[src/rtl/divsub_seq.sv]
// Sequential restoring divider: 20-bit dividend by 8-bit divisor, one quotient bit per clock,
// with optional two's-complement mode and fixed 22-cycle start-to-done latency.
module divsub_seq #(
   parameter int NoConfigBits = 1
) (
   input  logic                    UserCLK,
   input  logic                    clr_n,
   input  logic [19:0]             N,
   input  logic [7:0]              D,
   input  logic                    start,
   output logic [19:0]             Q,
   output logic [7:0]              R,
   output logic                    busy,
   output logic                    done,
   output logic                    div0,
   output logic                    ovf,
   input  logic [NoConfigBits-1:0] ConfigBits
);

   localparam logic [1:0] S_IDLE = 2'd0;
   localparam logic [1:0] S_LOAD = 2'd1;
   localparam logic [1:0] S_RUN  = 2'd2;
   localparam logic [1:0] S_FIX  = 2'd3;

   logic [1:0]  r_state;
   logic [19:0] r_n;
   logic [7:0]  r_d;
   logic        r_mode;
   logic        r_neg_q;
   logic        r_neg_r;
   logic [19:0] r_quo;
   logic [7:0]  r_dm;
   logic [7:0]  r_rem;
   logic [4:0]  r_cnt;

   logic [8:0]  w_shift;
   logic [9:0]  w_diff;
   logic        w_ge;
   logic        w_div0;
   logic        w_ovf;

   // r_quo starts as the dividend magnitude and is shifted out MSB-first while quotient bits shift in
   assign w_shift = {r_rem, r_quo[19]};
   assign w_diff  = {1'b0, w_shift} - {2'b00, r_dm};
   assign w_ge    = ~w_diff[9];
   assign w_div0  = (r_d == 8'h00);
   assign w_ovf   = r_mode && (r_n == 20'h80000) && (r_d == 8'hFF);

   always_ff @(posedge UserCLK or negedge clr_n) begin
      if (!clr_n) begin
         r_state <= S_IDLE;
         r_n     <= '0;
         r_d     <= '0;
         r_mode  <= 1'b0;
         r_neg_q <= 1'b0;
         r_neg_r <= 1'b0;
         r_quo   <= '0;
         r_dm    <= '0;
         r_rem   <= '0;
         r_cnt   <= '0;
         Q       <= '0;
         R       <= '0;
         busy    <= 1'b0;
         done    <= 1'b0;
         div0    <= 1'b0;
         ovf     <= 1'b0;
      end else begin
         done <= 1'b0;
         case (r_state)
            S_IDLE: begin
               if (start) begin
                  r_n     <= N;
                  r_d     <= D;
                  r_mode  <= ConfigBits[0];
                  busy    <= 1'b1;
                  r_state <= S_LOAD;
               end
            end
            S_LOAD: begin
               // Magnitudes fit unsigned: |N| <= 2^19, |D| <= 128
               r_quo   <= (r_mode && r_n[19]) ? -r_n : r_n;
               r_dm    <= (r_mode && r_d[7])  ? -r_d : r_d;
               r_neg_q <= r_mode & (r_n[19] ^ r_d[7]);
               r_neg_r <= r_mode & r_n[19];
               r_rem   <= '0;
               r_cnt   <= '0;
               r_state <= S_RUN;
            end
            S_RUN: begin
               r_rem   <= w_ge ? w_diff[7:0] : w_shift[7:0];
               r_quo   <= {r_quo[18:0], w_ge};
               r_cnt   <= r_cnt + 5'd1;
               if (r_cnt == 5'd19)
                  r_state <= S_FIX;
            end
            S_FIX: begin
               if (w_div0) begin
                  Q <= 20'hFFFFF;
                  R <= r_n[7:0];
               end else if (w_ovf) begin
                  Q <= 20'h80000;
                  R <= 8'h00;
               end else begin
                  Q <= r_neg_q ? -r_quo : r_quo;
                  R <= r_neg_r ? -r_rem : r_rem;
               end
               div0    <= w_div0;
               ovf     <= w_ovf & ~w_div0;
               busy    <= 1'b0;
               done    <= 1'b1;
               r_state <= S_IDLE;
            end
            default: r_state <= S_IDLE;
         endcase
      end
   end

endmodule

[config.mk]
export PLATFORM = sky130hd
export DESIGN_NAME = divsub_seq
export DESIGN_NICKNAME = d
export VERILOG_FILES = /design/src/rtl/divsub_seq.sv
export SDC_FILE = /design/constraint.sdc
export NUM_CORES = 1
export LEC_CHECK = 0
export BUFFER_PORTS_ARGS = -buffer_cell sky130_fd_sc_hd__buf_4
export CAP_MARGIN = 10
export CORE_MARGIN = 2
export CORE_UTILIZATION = 66
export CTS_BUF_LIST = sky130_fd_sc_hd__clkbuf_4 sky130_fd_sc_hd__clkbuf_8
export DETAILED_ROUTE_END_ITERATION = 10
export GPL_TIMING_DRIVEN = 0
export PLACE_DENSITY_LB_ADDON = 0.3
export RECOVER_POWER = 25
export SLEW_MARGIN = 20
export SYNTH_ARGS = -nofsm -noshare
export SYNTH_HDL_FRONTEND = slang
export SYNTH_SLANG_ARGS = --single-unit
[constraint.sdc]
create_clock -name UserCLK -period 4.1 [get_ports UserCLK]
set_input_delay 0.205 -clock UserCLK [delete_from_list [all_inputs] [get_ports UserCLK]]
set_output_delay 0.205 -clock UserCLK [all_outputs]
set_load 0.1 [all_outputs]
Word level (Yosys, flattened, before mapping)
Index checks and enable logic that the tools add are counted.
{ "totals": {"output_inout_bits": 32, "wordCells": 65, "inputBits": 32, "reg_bits": 106} }
{ "op_classes": {"n_mux": 18, "eq_ne": 8, "n_reduce_logical": 11, "bitwise_logic": 6, "addsub": 6} }
{ "ops": {"columns": ["op", "count"], "rows": [
  ["20-bit 2-to-1 mux", 4],
  ["8-bit 2-to-1 mux", 5],
  ["20-bit negation", 2],
  ["20-bit case mux with 2 select lines", 1],
  ["20-bit == test (second input constant)", 1],
  ["8-bit negation", 2],
  ["8-bit case mux with 2 select lines", 1],
  ["5-bit case mux with 2 select lines", 1],
  ["9-bit by 8-bit subtractor with 10-bit output", 1],
  ["8-bit == test (second input constant)", 1],
  ["8-bit zero test", 1],
  ["2-bit case mux with 4 select lines", 1],
  ["2-bit AND reduction", 3],
  ["5-bit by 1-bit adder with 5-bit output (second input constant)", 1],
  ["5-bit == test (second input constant)", 1],
  ["2-bit == test (second input constant)", 2],
  ["1-bit logical AND", 4],
  ["2-bit 2-to-1 mux", 2],
  ["2-bit != test (second input constant)", 2],
  ["2-bit nonzero test", 2],
  ["1-bit bitwise AND", 3],
  ["2-bit by 1-bit == test with 1-bit output (second input constant)", 1],
  ["2-bit zero test", 1],
  ["1-bit 2-to-1 mux", 2],
  ["3 further kinds", 4]
]} }

Depth between registers and ports, before layout
Gate-level depths: netlist of run 1.
{ "logic_depth": {"word_depth": 5, "ltp_mapped": 9, "ltp_nobuf": 9} }

Worst setup path before layout of run 1
OpenSTA, ideal clock, no wires.
{ "synth_path": {"kind": "register to register", "from": "register r_n[8]", "to": "register Q[12]", "t_required_ps": 3963, "t_arrival_ps": 2015, "stages_incl_launch_ff": 7, "setup_time_ps": 137, "path_slack_ps": 1948, "n_path_buf": 1, "synth_period_minus_slack_ps": 2152, "cell_sequence": "dfrtp_1 > or4_4 > nor4_4 > nand4_4 > buf_6 > a21oi_2 > a21oi_1"} }
{ "synth_via": {"elab_chain_cells": 5} }
{ "synth_rtl": {"columns": ["element", "line", "text"], "rows": [
  ["from (decl)", "26", "logic [19:0] r_n;"],
  ["from (signal assigned)", "52", "r_n <= '0;"],
  ["from (signal assigned)", "72", "r_n <= N;"],
  ["20-bit == test", "47", "assign w_ovf = r_mode && (r_n == 20'h80000) && (r_d == 8'hFF);"],
  ["1-bit logical AND (2 in a row)", "47", null],
  ["20-bit 2-to-1 mux", "100", "end else if (w_ovf) begin"],
  ["20-bit 2-to-1 mux", "97", "if (w_div0) begin"],
  ["to (signal assigned)", "104", "Q <= r_neg_q ? -r_quo : r_quo;"],
  ["to (decl)", "11", "output logic [19:0] Q,"]
]} }
No other way between the ends.
A chain may end at the register's enable or synchronous reset.

Worst setup path after layout of run 1
{ "layout_path": {"from": "register r_n[2]", "to": "register Q[17]"} }
The elaborated chain is that of the path after synthesis.

==> results of run 1 <==
final cells by class:
cell class / count / area, um^2
repair buffers: 64 / 405
clock inverters: 5 / 45.0
well taps: 111 / 139
multi-input cells: 469 / 3240
fillers: 667 / 2220
inverters: 41 / 154
clock buffers: 11 / 151
plain buffers: 45 / 194
flip-flops and latches: 106 / 2650
routing by layer:
metal  global-route usage  up-vias  share of wire
met2                0.516      245           0.49
met5                    0        -              0
met4                0.130        0          0.030
met1                0.414     2566           0.42
met3               0.0518       41          0.066
li1                     -     2486              -
cell usage in the layout (no fill, tap or decap), types with 3 or more instances in the layout:
master / n
o211ai_1: 6
nor2b_1: 3
nor2_1: 55
o31ai_1: 7
o221ai_1: 11
nor3_1: 6
nand2_1: 48
nand3_1: 28
clkbuf_8: 11
mux2_2: 41
buf_4: 44
inv_1: 41
and2_1: 3
dfrtp_1: 106
o41ai_1: 9
or4_1: 5
nand2b_1: 8
o21ai_0: 35
a31oi_1: 18
mux2i_1: 9
or2_2: 7
buf_1: 4
xnor2_1: 38
clkbuf_1: 55
nor4_1: 4
or3_1: 8
a21oi_2: 13
ha_1: 18
xor2_1: 9
a21oi_1: 43
sequential cells by signal, summed over array words and instances (netlist names), 2 cells and up:
register and cells:
r_cnt 5, r_dm 8, r_d 8, R 8, r_quo 20, r_state 2
r_n 20, Q 20, r_rem 8
stage by stage:
step                      utilization  setup slack (ps)  cells  cell area [um^2]  hold slack (ps)
after global routing            0.759               959    852              6980             37.0
after detailed placement        0.745              1540    835              6860              386
after floorplan                     -              1950    661              6240            -90.6
after CTS                       0.768              1520    852              7060             47.6
final                           0.759              1440    852              6980             53.7
after global placement          0.745              1620    835              6850              438
timing repair:
item                       CTS  global route
hold buffers                 1             0
buffers inserted             0             0
setup endpoints to repair    0             0
resized for setup            0             0
hold endpoints to repair    88             0
worst reg2reg max path, delay by kind of cell, from the launching register on:
kind,cells,cell delay [ps]
and+or+nand+nor,3,1650
AOI/OAI and AO/OA,2,310
buffers and inverters,1,200
DFF,1,370
worst paths after layout:
check                       start    endpoint  slack (ps)
max                        r_n[2]       Q[17]        1440
min                         N[18]     r_n[18]          50
max reg2reg                r_n[2]       Q[17]        1440
min reg2reg                   ovf         ovf         530
max in group asynchronous   clr_n      r_d[4]        1490
min in group asynchronous   clr_n  r_state[1]        1130
logic make-up (layout without fill, tap and decap cells):
family	Yosys count	count (layout)	share of synthesized area
AO/OA/AOI/OAI	163	163	0.172
flip-flops	106	106	0.425
XOR/XNOR	47	47	0.0660
adder cells (fa/ha/maj)	19	19	0.0393
AND/OR/NAND/NOR	190	190	0.153
buffers and inverters	86	166	0.0557
multiplexers	50	50	0.0884
==> results.yml, run 1 <==
outcome:
  status: "complete, but fails checks"
  violations: "max-capacitance violations, max-slew violations"
logic_synthesis:
  synth_cell_types: 57
  yosysMostFrequentCell: "dfrtp_1"
  syn-num-nets: 712
  yosys.area.top_type: "dfrtp_1"
  syn_area_per_cell_um2: 9.44
  synth.area.top_cells: "dfrtp_1, mux2_2, xnor2_1"
  ys.flop_type: "dfrtp_1"
  yosysTopAreaCellShare: 0.425
  synth_edf_count: 0
  syn-cell-area_um2: 6240
  ys_ff_latch: 106
  netlist_instances: 661
  synth_common_cells: "dfrtp_1, nor2_1, nand2_1"
  ys_warn_count: 0
  ys_seq_area_frac: 0.425
  async_reset_ff_frac: 1.00
critical_path:
  crit_family: "simple AND/OR/NAND/NOR gates"
  critPathMaxStageDelay_ps: 930
  end_kind: "flip-flop"
  cp_max_fo: 8
  r2r_cells: 6
  cp.arrival_ps: 2890
  required_ps: 4340
  worstSetupPathDepth: 6
  critPathLaunchType: "flip-flop"
  path_cells: "clkbuf_1, or4_1, nor4_1, a21oi_1, nand3_1, a31oi_1"
  crit_path_top_delay_cell: "nor4_1"
  crit_buf_inv: 1
  crit_type: "reg2reg"
floorplanning:
  die-area_um2: 10200
  initial_core_util: 0.679
  io_pins: 64
  fp.coreArea_um2: 9200
  row_count: 35
  dieHeight_um: 101
  die_x_um: 101
timing:
  timing.fmax_ghz: 0.377
  relSlewSlack: -0.686
  period_share: 0.648
  finalSetupViolations: 0
  finalHoldViolations: 0
  fin_tns_setup_ps: 0
  skew_ps: 13.4
  finalMaxSlewViolations: 107
  period_needed_ps: 2660
  worst_pin_slew_ps: 2530
  rsz0062_at_grt: "no"
place:
  dpl.hpwl_mm: 11.4
  port_buffers: 63
  place.gp.congestion: 0.913
global_routing:
  grt_pass1_wl_mm: 25.1
  grt_remaining_overflow: 0
  grt_max_degree: 107
  antenna_found_initial: 0
  track_usage: 0.313
  grt_pass1_vias: 5112
final_layout:
  n_antenna_cell: 0
  final_nets: 787
  layout-drive-gt1-share: 0.185
  area_growth_pct: 11.9
cts:
  clk-insertion-delay-late_ps: 380
  clk_path_buf_depth: 2
  h-tree-depth: 3
  cts_tree: "done"
  path_clk_slew_ps: 110
  root_buffer: "clkbuf_8"
  cts.sinks: 106
  cts_inserted_buffers: 9
route:
  wl_mm: 15.3
  routedWlPerCell_um: 18.0
  routed-via-count: 5338
  viasPerCell: 6.27
  drt_first_pass_iters: 6
  drc: 0
  first_iter_violations: 323
  postRouteAntennaNets: 0
hold_path:
  hold_depth: 2
  holdCritPathClass: "in2reg"
run:
  max_cap_violations: 1
Power of run 1 is left out: the tool's default activity adds up to more than one toggle a clock period on the data nets, which glitch-free logic cannot reach.
==> inputs of run 2 (changes only) <==
ABC_AREA = 1   (was not set)
CORE_UTILIZATION = 61   (was 66)
clock period = 2.8 ns   (was 4.1 ns; I/O delays follow)
==> results.yml, run 2 <==
outcome:
  status: "completed"
global_routing:
  grt_pass1_vias: 5137
  grt_pass1_wl_mm: 24.7
  grt_remaining_overflow: 0
  grt_max_degree: 107
  antenna_found_initial: 0
  track_usage: 0.298
route:
  routedWlPerCell_um: 15.0
  viasPerCell: 5.58
  wl_met3_um: 964
  wl_mm: 15.3
  drc: 0
  first_iter_violations: 383
  postRouteAntennaNets: 0
  drt_first_pass_iters: 6
  routed-via-count: 5674
  highest_layer: "met4"
  wl_met2_mm: 7.22
  wirelength_met1_mm: 6.90
place:
  place.gp.congestion: 0.959
  dp_slack_ps: 811
  dpl.hpwl_mm: 11.4
  port_buffers: 63
logic_synthesis:
  syn-num-nets: 827
  yosys.area.top_type: "dfrtp_1"
  synth_cell_types: 41
  async_reset_ff_frac: 1.00
  ys_warn_count: 0
  synth-simple-area-share: 0.249
  yosysTopAreaCellShare: 0.441
  synthXorXnorAreaFrac: 0.0466
  ys_seq_area_frac: 0.441
  syn-cell-area_um2: 6010
  synth_compound_area_frac: 0.148
  syn_area_per_cell_um2: 7.75
  synthMuxAreaShare: 0
  synth_edf_count: 0
  ys_ff_latch: 106
  ys.flop_type: "dfrtp_1"
  synth.area.top_cells: "dfrtp_1, nand2_1, o21ai_0"
  synth_common_cells: "nand2_1, dfrtp_1, inv_1"
  synth_top_family_by_area: "simple AND/OR/NAND/NOR gates"
  synthAdderAreaFrac: 0.0408
  netlist_instances: 776
  yosysMostFrequentCell: "nand2_1"
critical_path:
  end_kind: "flip-flop"
  required_ps: 3090
  crit_type: "reg2reg"
  cp_max_fo: 10
  cp.arrival_ps: 2330
  critPathLaunchType: "flip-flop"
timing:
  period_needed_ps: 2030
  hold_slack_ps: 2.87
  worst_pin_slew_ps: 1420
  finalMaxSlewViolations: 0
  relSlewSlack: 0.0535
  fin_tns_setup_ps: 0
  timing.fmax_ghz: 0.492
  finalSetupViolations: 0
  skew_ps: 12.9
  setup_slack_ps: 768
  finalHoldViolations: 0
  rsz0062_at_grt: "no"
  period_share: 0.726
cts:
  cts.sinks: 106
  root_buffer: "clkbuf_8"
  clk-insertion-delay-late_ps: 370
  clk_path_buf_depth: 2
  path_clk_slew_ps: 110
  cts_inserted_buffers: 9
  cts_setup_buffers: 0
  cts_resized: 0
  holdBufCountCts: 28
  h-tree-depth: 3
  cts_tree: "done"
final_layout:
  layout-drive-gt1-share: 0.0804
  final_cell_mix: "nand2_1, dfrtp_1, inv_1"
  area_growth_pct: 16.5
  reg_top3: "Q: 20 flops, r_n: 20 flops, r_quo: 20 flops"
  n_antenna_cell: 0
  final_nets: 929
  final_common_cell: "nand2_1"
floorplanning:
  die-area_um2: 10700
  die_x_um: 103
  row_count: 36
  dieHeight_um: 103
  initial_core_util: 0.621
  fp.coreArea_um2: 9680
  io_pins: 64
hold_path:
  holdCritPathClass: "in2reg"
run:
  max_cap_violations: 0
[run 2: cell types whose count changed after synthesis, moves of 22 or more]
cell	change
clkbuf_1	-22
inv_1	+49
mux2_2	-41
nand2_1	+153
nand3_1	+35
o21ai_0	+45
xnor2_1	-34
[run 2: kinds of logic (layout without fill, tap and decap cells)]
logic type,after synthesis,count (layout)
compound gates,156,156
xor+xnor,32,32
fa+ha+maj,19,19
buf+inv,115,222
flops,106,106
simple gates,348,348
[run 2: final timing paths]
| path | startpoint | endpoint | slack (ps) | cells after the start |
|---|---|---|---|---|
| max in group asynchronous | clr_n | r_cnt[1] | 1240 | 2 |
| hold / removal | N[17] | r_n[17] | 3 | 3 |
| setup reg to reg | r_state[0] | r_quo[14] | 770 | 7 |
| setup / recovery | r_state[0] | r_quo[14] | 770 | 7 |
| min in group asynchronous | clr_n | r_rem[4] | 630 | 2 |
| hold reg to reg | div0 | div0 | 490 | 2 |
[run 2: final cells by class]
type,count,area [um^2]
Clock inverter,5,42.5
Tap cell,133,166
Fill cell,752,2680
Sequential cell,106,2650
Multi-Input combinational cell,555,2910
Clock buffer,11,151
Buffer,21,95.1
Timing Repair Buffer,91,633
Inverter,94,353
[run 2: metrics by stage]
stage	instance area (um^2)	util	instances
3_3_place_gp	6650	0.687	972
4_1_cts	7130	0.736	1016
5_1_grt	7010	0.724	1016
2_1_floorplan	6010	-	776
6_report	7010	0.724	1016
3_5_place_dp	6660	0.687	972
[run 2: critical path: stages, from the launching register on]
cell	delay (ps)
dfrtp_1	410
inv_1	90
ha_1	340
inv_1	130
nor2_2	250
clkbuf_1	430
nand3_1	190
o211ai_1	120
[run 2: routing by layer]
layer	up-vias	GRT usage
met5	-	0
met4	0	0.0769
met3	21	0.0383
met2	223	0.481
met1	2678	0.430
li1	2752	-
Power of run 2 is left out for the same reason.
==> inputs of run 3 (changes only) <==
ABC_AREA = 0   (was 1)
CORE_UTILIZATION = 62   (was 61)
clock period = 1.9 ns   (was 2.8 ns; I/O delays follow)
==> results.yml, run 3 (same netlist as run 1, synthesis figures left out) <==
timing:
  finalHoldViolations: 0
  period_share: 1.23
  timing.fmax_ghz: 0.429
  finalSetupViolations: 56
  finalMaxSlewViolations: 0
  skew_ps: 21.2
  rsz0062_at_grt: "yes"
  setup_slack_ps: -431
  worst_pin_slew_ps: 1480
  relSlewSlack: 0.0162
  period_needed_ps: 2330
place:
  dpl.hpwl_mm: 11.7
  placed_cell_area_um2: 6990
  port_buffers: 63
  place.gp.congestion: 0.948
cts:
  h-tree-depth: 3
  cts_inserted_buffers: 9
  clk_path_buf_depth: 2
  cts.sinks: 106
  clk-insertion-delay-late_ps: 410
  cts_tree: "done"
  path_clk_slew_ps: 110
  root_buffer: "clkbuf_8"
route:
  viasPerCell: 7.06
  first_iter_violations: 1259
  drt_first_pass_iters: 11
  routedWlPerCell_um: 26.9
  postRouteAntennaNets: 0
  drc: 0
  routed-via-count: 6731
  wl_mm: 25.7
floorplanning:
  die_x_um: 104
  die-area_um2: 10900
  fp.coreArea_um2: 9770
  dieHeight_um: 104
  row_count: 36
  io_pins: 64
  initial_core_util: 0.638
run:
  max_cap_violations: 0
outcome:
  violations: "negative setup slack"
  status: "complete, but fails checks"
critical_path:
  end_kind: "flip-flop"
  critPathLaunchType: "flip-flop"
  cp_max_fo: 4
  required_ps: 2180
  cp.arrival_ps: 2610
  crit_type: "reg2reg"
final_layout:
  area_growth_pct: 37.2
  final_common_cell: "buf_4"
  final_area_um2: 8560
  reg_top3: "Q: 20 flops, r_n: 20 flops, r_quo: 20 flops"
  final_cell_mix: "buf_4, dfrtp_1, nor2_1"
  final_nets: 865
  num-fill-cells: 446
  layout-drive-gt1-share: 0.408
global_routing:
  antenna_found_initial: 2
  grt_remaining_overflow: 0
  grt_max_degree: 107
  track_usage: 0.383
  grt_pass1_wl_mm: 32.5
  grt_pass1_vias: 6023
hold_path:
  holdCritPathClass: "in2reg"
## run 3: cell types whose count changed in the layout (fill, tap and decap cells not counted), sizes merged, moves of 19 or more
| cell | change |
|---|---|
| nand3 | -38 |
| xor2 | -19 |
| mux2 | +41 |
| a21oi | +25 |
| xnor2 | +34 |
| o21ai | -45 |
| nand2 | -156 |
| buf | +74 |
| inv | -54 |
## run 3: final timing paths
path	slack [ps]	cells after the start	end	start
min	40	4	busy	start
min in group asynchronous	620	2	r_rem[2]	clr_n
min reg2reg	510	2	Q[16]	Q[16]
max in group asynchronous	270	2	r_quo[8]	clr_n
max	-430	8	r_quo[7]	r_n[5]
max reg2reg	-430	8	r_quo[7]	r_n[5]
## run 3: through the flow
| stage | setup slack (ps) | util | setup TNS (ps) | instances | hold WS (ps) |
|---|---|---|---|---|---|
| floorplan | -157 | - | -2130 | 661 | -201 |
| global placement | -454 | 0.715 | -22940 | 857 | 328 |
| detailed placement | -497 | 0.715 | -26880 | 857 | 278 |
| CTS | -262 | 0.821 | -6180 | 931 | 43.1 |
| global route | -423 | 0.875 | -12770 | 952 | 83.2 |
| finish | -431 | 0.876 | -11320 | 953 | 43.1 |
## run 3: metal layers
layer	global-route usage	routed length [um]
met5	0	13
met4	0.178	2560
met3	0.0677	3080
met2	0.661	11600
met1	0.465	8440
## run 3: cell type report
class | count | area [um^2] | share of cell area
repair buffers | 153 | 1310 | 0.152
diodes | 1 | 2.50 | 0.000292
well taps | 133 | 166 | 0.0194
multi-input cells | 469 | 3860 | 0.451
clock buffers | 14 | 168 | 0.0196
clock inverters | 2 | 12.5 | 0.00146
plain buffers | 34 | 215 | 0.0251
inverters | 41 | 154 | 0.0180
flip-flops and latches | 106 | 2680 | 0.313
## run 3: what timing repair did
item	CTS	global route
endpoints found under the hold margin	135	0
hold buffers	30	0
gates resized for setup	67	112
setup buffers	35	23
gates cloned	2	1
endpoints found under the setup margin	75	80
pin swaps	27	45
## run 3: critical path, stage by stage (launching register included)
cell and delay [ps]:
dfrtp_2 480, nor4_4 400, buf_4 210, buf_6 100, buf_6 110, a21oi_2 70
xnor2_1 270, o21ai_1 240, mux2_2 340
Power of run 3 is left out for the same reason.
